==> src/rtl/nr4sdp_serial_decoder.sv <==
// Serial MSB-first decoder for a 16-bit NR4SD+ recoded operand (7 NR4SD+ digits
// plus a top Modified-Booth digit) back to two's complement, 1 or 2 digits/clock.
module nr4sdp_serial_decoder #(
  parameter int unsigned DPC = 1
) (
  input  logic        clk,
  input  logic        rst,
  input  logic        in_valid,
  output logic        in_ready,
  input  logic [6:0]  nm,
  input  logic [6:0]  np,
  input  logic        sign,
  input  logic        one,
  input  logic        two,
  output logic        out_valid,
  input  logic        out_ready,
  output logic [15:0] result,
  output logic        ovf,
  output logic        err
);

  localparam int unsigned ND = 7;
  localparam int unsigned W  = 16;
  localparam int unsigned AW = 18;
  localparam int unsigned CW = 3;
  localparam logic signed [AW-1:0] MAX_V = 18'sd32767;
  localparam logic signed [AW-1:0] MIN_V = -18'sd32768;

  if (DPC != 1 && DPC != 2) begin : g_bad_dpc
    $error("nr4sdp_serial_decoder: DPC must be 1 or 2");
  end

  typedef enum logic [1:0] {S_IDLE, S_RUN, S_DONE} state_t;

  state_t                state;
  logic [ND-1:0]         nm_r;
  logic [ND-1:0]         np_r;
  logic                  err_q;
  logic signed [AW-1:0]  acc;
  logic [CW-1:0]         cnt;

  logic signed [AW-1:0]  d7_c;
  logic signed [AW-1:0]  d_hi_c;
  logic signed [AW-1:0]  d_lo_c;
  logic signed [AW-1:0]  acc_step_c;
  logic [CW-1:0]         cnt_lo_c;
  logic [CW-1:0]         cnt_step_c;
  logic                  dbl_c;
  logic                  ovf_c;

  // NR4SD+ digit value 2*np - nm, in {-1,0,1,2}
  function automatic logic signed [AW-1:0] nr_digit(input logic n, input logic p);
    logic signed [AW-1:0] d;
    d = '0;
    if (p) d = d + 18'sd2;
    if (n) d = d - 18'sd1;
    return d;
  endfunction

  // Top MB digit; the illegal one=two=1 code contributes zero
  always_comb begin
    d7_c = '0;
    if (one ^ two) begin
      d7_c = one ? 18'sd1 : 18'sd2;
      if (sign) d7_c = -d7_c;
    end
  end

  // Horner step: one digit, or two when DPC=2 and at least two digits remain
  always_comb begin
    cnt_lo_c   = (cnt == '0) ? '0 : cnt - CW'(1);
    dbl_c      = (DPC == 2) && (cnt != '0);
    d_hi_c     = nr_digit(nm_r[cnt], np_r[cnt]);
    d_lo_c     = nr_digit(nm_r[cnt_lo_c], np_r[cnt_lo_c]);
    acc_step_c = (acc <<< 2) + d_hi_c;
    cnt_step_c = cnt_lo_c;
    if (dbl_c) begin
      acc_step_c = (acc <<< 4) + (d_hi_c <<< 2) + d_lo_c;
      cnt_step_c = cnt - CW'(2);
    end
    ovf_c = (acc_step_c > MAX_V) || (acc_step_c < MIN_V);
  end

  always_ff @(posedge clk or posedge rst) begin
    if (rst) begin
      state     <= S_IDLE;
      in_ready  <= 1'b1;
      out_valid <= 1'b0;
      result    <= '0;
      ovf       <= 1'b0;
      err       <= 1'b0;
      acc       <= '0;
      cnt       <= '0;
      nm_r      <= '0;
      np_r      <= '0;
      err_q     <= 1'b0;
    end else begin
      case (state)
        S_IDLE: begin
          if (in_valid) begin
            nm_r     <= nm;
            np_r     <= np;
            err_q    <= one & two;
            acc      <= d7_c;
            cnt      <= CW'(ND - 1);
            in_ready <= 1'b0;
            state    <= S_RUN;
          end
        end
        S_RUN: begin
          acc <= acc_step_c;
          cnt <= cnt_step_c;
          if (cnt == '0) begin
            result    <= acc_step_c[W-1:0];
            ovf       <= ovf_c;
            err       <= err_q;
            out_valid <= 1'b1;
            state     <= S_DONE;
          end
        end
        S_DONE: begin
          if (out_ready) begin
            out_valid <= 1'b0;
            in_ready  <= 1'b1;
            state     <= S_IDLE;
          end
        end
        default: state <= S_IDLE;
      endcase
    end
  end

endmodule
==> config.mk <==
export PLATFORM = sky130hd
export DESIGN_NAME = nr4sdp_serial_decoder
export DESIGN_NICKNAME = d
export VERILOG_FILES = /design/src/rtl/nr4sdp_serial_decoder.sv
export SDC_FILE = /design/constraint.sdc
export NUM_CORES = 1
export LEC_CHECK = 0
export ABC_AREA = 1
export ABC_CLOCK_PERIOD_IN_PS = 4350
export CAP_MARGIN = 20
export CORE_ASPECT_RATIO = 2
export CORE_MARGIN = 2
export CORE_UTILIZATION = 45
export CTS_BUF_LIST = sky130_fd_sc_hd__clkbuf_8 sky130_fd_sc_hd__clkbuf_16
export DETAILED_ROUTE_END_ITERATION = 8
export GPL_ROUTABILITY_DRIVEN = 0
export HOLD_SLACK_MARGIN = 0.02
export PLACE_DENSITY = 0.75
export SLEW_MARGIN = 15
export SYNTH_ARGS = -nofsm -noshare
export SYNTH_HDL_FRONTEND = slang
export SYNTH_SLANG_ARGS = --single-unit
==> constraint.sdc <==
create_clock -name clk -period 4.35 [get_ports clk]
set_input_delay 0.87 -clock clk [delete_from_list [all_inputs] [get_ports clk]]
set_output_delay 0.87 -clock clk [all_outputs]
set_load 0.05 [all_outputs]
; Word-level counts from Yosys, hierarchy flattened
; Index checks and enable logic that the tools add are counted.
[op_classes]
n_addsub = 4
multipliers = 0
n_div = 0
n_lt_le_gt_ge = 3
n_eq_ne = 5
shift = 0
muxes = 24
bitwise = 2
reduce_logical = 12
[op_table]
columns = operator, n
row1 = $mux 16, 3
row2 = $pmux 16 s2, 1
row3 = $add 18x18->18, 1
row4 = $gt 18x16->1 const B, 1
row5 = $lt 18x16->1 const B, 1
row6 = $mux 18, 1
row7 = $sub 18x2->18 const B, 1
row8 = $neg 2->16, 1
row9 = $mux 2, 5
row10 = $reduce_and 3->1, 3
row11 = $bmux 1 s3, 2
row12 = $mux 1, 6
row13 = $mux 3, 2
row14 = $ne 2x2->1 const B, 3
row15 = $pmux 2 s3, 1
row16 = $pmux 3 s2, 1
row17 = $reduce_and 2->1, 3
row18 = $reduce_bool 2->1, 3
row19 = $lt 3x4->1 const B, 1
row20 = $pmux 1 s2, 2
row21 = $logic_not 3->1, 1
row22 = $sub 3x1->3 const B, 1
row23 = $eq 2x1->1 const B, 1
row24 = $eq 2x2->1 const B, 1
row25 = 4 further kinds, 4
[word_totals]
regBits = 56
latchBits = 0
ram_bits = 0
rom_bits = 0
inputBits = 21
out_inout_bits = 20
word_cells = 61
memories = 0

; Logic depth before layout (Yosys ltp)
[depth]
ltp_word = 8
mapped_depth = 21
depth_no_buf = 20

; Worst setup path before layout
; OpenSTA, ideal clock, no wires.
[synth_path]
path_kind = reg-to-reg
startpoint = register cnt[0]
endpoint = register ovf
setup_ns = 0.118
arrival_ns = 2.826
t_required_ns = 4.232
setup_slack_ns = 1.407
path_stages_with_launch = 19
n_path_buf = 1
period_less_slack_ns = 2.943
cell_sequence = dfrtp_1 -> buf_2 -> o21ai_0 -> o22ai_1 -> o21ai_0 -> inv_1 -> ha_1 -> ha_1 -> fa_1 -> nand2_1 -> nand2_1 -> nand3_2 -> nand2_2 -> nand2_1 -> nand3_1 -> nand2_1 -> nand3_2 -> nand3_2 -> nand2_1
[synth_between]
word_cells_on_any_way = 13
cone_classes = add/sub (2) / order compare (2) / mux (6) / reduce/logical (3)
[synth_rtl]
columns = element, line
row1 = "start, declared", 40  ; logic [CW-1:0] cnt;
row2 = "start signal, assigned", 105  ; cnt <= CW'(ND - 1);
row3 = "start signal, assigned", 112  ; cnt <= cnt_step_c;
row4 = $bmux 1 s3 *, 73  ; d_hi_c = nr_digit(nm_r[cnt], np_r[cnt]);
row5 = $mux 1 (implied by the code) *, 73
row6 = $mux 18 *, 56  ; if (n) d = d - 18'sd1;
row7 = $add 18x18->18 *, 75  ; acc_step_c = (acc <<< 2) + d_hi_c;
row8 = via acc_step_c[0], 45  ; logic signed [AW-1:0] acc_step_c;
row9 = $gt 18x16->1 / $lt 18x16->1 (equally long branches), 81  ; ovf_c = (acc_step_c > MAX_V) || (acc_step_c < MIN_V);
row10 = $logic_or 1x1->1 *, 81
row11 = "end signal, assigned", 115  ; ovf <= ovf_c;
row12 = "end, declared", 18  ; output logic ovf,
; Mark *: on every way through the listed nets, which the timed path passes. The rest lies on a longest branch. The select of a mux whose other input is x is not followed.
; A chain may end at the register's enable or synchronous reset.

; Final worst setup path
[layout_path]
startpoint = register cnt[0]
endpoint = register result[14]
[layout_between]
elab_chain_cells = 6
word_cells_on_any_way = 10
cone_classes = add/sub (2) / mux (6) / reduce/logical (2)
[layout_rtl]
columns = element, line
row1 = $bmux 1 s3, 73
row2 = $mux 1 (implied by the code), 73
row3 = $mux 2, 55  ; if (p) d = d + 18'sd2;
row4 = $sub 18x2->18, 56
row5 = $mux 18, 56
row6 = $add 18x18->18, 75
row7 = "end signal, assigned", 114  ; result <= acc_step_c[W-1:0];
row8 = "end, declared", 17  ; output logic [15:0] result,
; Parallel ways exist; a longest one is shown, timed or not. The select of a mux whose other input is x is not followed.

==> reports/qor.txt <==
hold depth: 2
CTS sink cnt: 56
max-slew violation count: 0
Mapped Area: 0.00334 sq mm
Multi-input gate area: 0.00169 sq mm
CTS Buf Count: 5
Yosys cell types: 30
Clk Latency, worst-skew pair: 0.30 ns
drt initial violations: 122
Initial Util: 46.3%
status: finished clean
height of the die: 126 microns
final wirelength: 8260 microns
Layout fillers: 685
DP Wirelength: 6460 microns
post-synthesis sequential area ratio: 42.0%
FF+latch count, synth: 56
register clock-pin slew on the reported worst setup and hold paths: 0.08 ns
router iterations before antenna repair: 4
initial antenna violation count: 0
Hold Crit Class: reg2reg
most used cell, CP: nand2_1
# IOs: 41
CP max stage cell: dfrtp_1
synth-to-layout area growth: 18.3%
delay-heaviest family, CP: adder cells
Rows: 44
relative slew slack: 40.6%
Cells after Synth: 442
syn nets: 485
overall die area: 0.00817 sq mm
Synth Warn #: 0
gr ovfl total: 0
CP Capture Type: register
instance count on the critical path: 17
chip width: 64.9 microns
Final ANT Viol Nets: 0
arrival time worst endpoint: 3.77 ns
post-cts hold buffer count: 0
max-cap violations: 0
H-Tree Depth: 2
commonest non-fill, non-tap cell in the layout: nand2_1
final setup fails: 0
crit path launch type: register
Seq. cell area: 0.00140 sq mm
remaining routing DRC violations: 0
cts repair resizes: 0
CP cell instances: inv_1, nand2_1, o22ai_1, o21ai_0, inv_1, ha_1, ha_1, fa_1, nand2_1, nand2_1, nand3_2, nand2_2, a21oi_2, o21ai_1, nand2_1, nand3_1, nand2_1
share of cells above drive strength 1: 8.13%
Slew @ Worst Pin: 0.890 ns
final hold vios: 0
first-pass GRT wire length: 14000 microns
vias in the first global route: 3040
buffers added on ports: 40
final period utilization: 81.1%
Antenna Cells: 0
Reg2Reg Depth: 17
CP bufs+invs: 2
skew final: 0.0115 ns
CP required: 4.60 ns
largest net degree at the start of global routing: 43
CORE AREA: 0.00721 sq mm
Max clock buf depth: 2
per-cell routed wire length: 14.4 microns
routed via count: 2964
Fmax: 283 MHz
delay of the slowest cell on the worst path: 0.49 ns
CP Class: reg2reg
setup TNS: 0 ns
RSZ-0062 raised after global routing: no
NumNets Final: 522
CTS tree: built
GRT Total Usage: 22.5%
Post-CTS Setup Repair Bufs: 0
commonest non-fill, non-tap cells in the layout: nand2_1 (185), dfrtp_1 (55), inv_1 (42), clkdlybuf4s50_1 (40), nand3_1 (30)
Root Driver: clkbuf_16
Tmin final: 3.53 ns
vias per inst: 5.18
synthesized area per cell: 7.56 sq um
CP Max Fanout: 17
through the flow:
stage / cell area (sq um) / util, % / hold WS, ns / worst slack [ns] / instances
global placement: 3800 / 52.8 / 0.454 / 1.02 / 564
CTS: 3950 / 54.8 / 0.479 / 0.841 / 572
global route: 3950 / 54.8 / 0.501 / 0.483 / 572
floorplan: 3340 / - / 0.444 / 1.41 / 442
finish: 3950 / 54.8 / 0.476 / 0.822 / 572
detailed placement: 3800 / 52.8 / 0.460 / 0.859 / 564
final timing paths:
| kind | startpoint | end | slack [ns] |
|---|---|---|---|
| max in group asynchronous | rst | in_ready$_DFFE_PP1P_ | 2.46 |
| worst max-delay path | cnt[0]$_DFFE_PP0P_ | result[14]$_DFFE_PP0P_ | 0.82 |
| min in group asynchronous | rst | result[10]$_DFFE_PP0P_ | 1.07 |
| worst max register to register | cnt[0]$_DFFE_PP0P_ | result[14]$_DFFE_PP0P_ | 0.82 |
| worst min-delay path | np_r[0]$_DFFE_PP0P_ | np_r[0]$_DFFE_PP0P_ | 0.48 |
| worst min register to register | np_r[0]$_DFFE_PP0P_ | np_r[0]$_DFFE_PP0P_ | 0.48 |
synth_stat cells (all sizes together):
| cell type | count | area, sq um |
|---|---|---|
| dfstp | 1 | 26.3 |
| or2 | 2 | 12.5 |
| dfrtp | 55 | 1380 |
| o22ai | 2 | 12.5 |
| nand3 | 35 | 200 |
| o21ai | 22 | 110 |
| xnor2 | 4 | 35.0 |
| a31oi | 1 | 6.26 |
| nand2 | 190 | 726 |
| nor2 | 16 | 82.6 |
| buf | 7 | 43.8 |
| nor3 | 3 | 30.0 |
| fa | 1 | 20.0 |
| ha | 21 | 263 |
| xor2 | 6 | 52.6 |
| nand4 | 1 | 6.26 |
| o2111ai | 2 | 17.5 |
| clkbuf | 4 | 15.0 |
| and2 | 1 | 6.26 |
| inv | 51 | 191 |
| a21oi | 14 | 85.1 |
| o211ai | 3 | 22.5 |
sequential cells by signal, summed over array words and instances (netlist names):
name,count
acc,16
result,16
nm_r,7
np_r,7
cnt,3
state,2
err,1
err_q,1
in_ready,1
out_valid,1
ovf,1
cells by family (layout without fill, tap and decap cells):
kind of cell / count (synthesis) / count (layout) / synth area share (%)
AOI/OAI and AO/OA: 44 / 44 / 7.60
adders and majority gates: 22 / 22 / 8.46
buffers and inverters: 62 / 100 / 7.49
DFF: 56 / 56 / 42.0
xor gates and xnor gates: 10 / 10 / 2.62
and+or+nand+nor: 248 / 248 / 31.8
metal layers:
layer	share of wire (%)	GRT usage (%)	up-vias
met5	0	0	-
met4	6.0	14.6	0
met3	2.8	2.41	33
met2	57	43.3	80
met1	34	21.4	1387
li1	-	-	1464
layout make-up:
type / count / area share, %
Sequential cell: 56 / 35.5
Clock inverter: 3 / 0.538
Timing Repair Buffer: 41 / 10.3
Multi-Input combinational cell: 324 / 42.7
Inverter: 51 / 4.84
Tap cell: 92 / 2.91
Clock buffer: 5 / 3.17
worst min-delay path, cell delays in order, from the launching register on:
cell	delay, ns
dfrtp_1	0.34
nand2_1	0.05
nand2_1	0.06
Power is not shown: default switching activity piles up to over one toggle a cycle in this logic, so the estimate is an artifact.
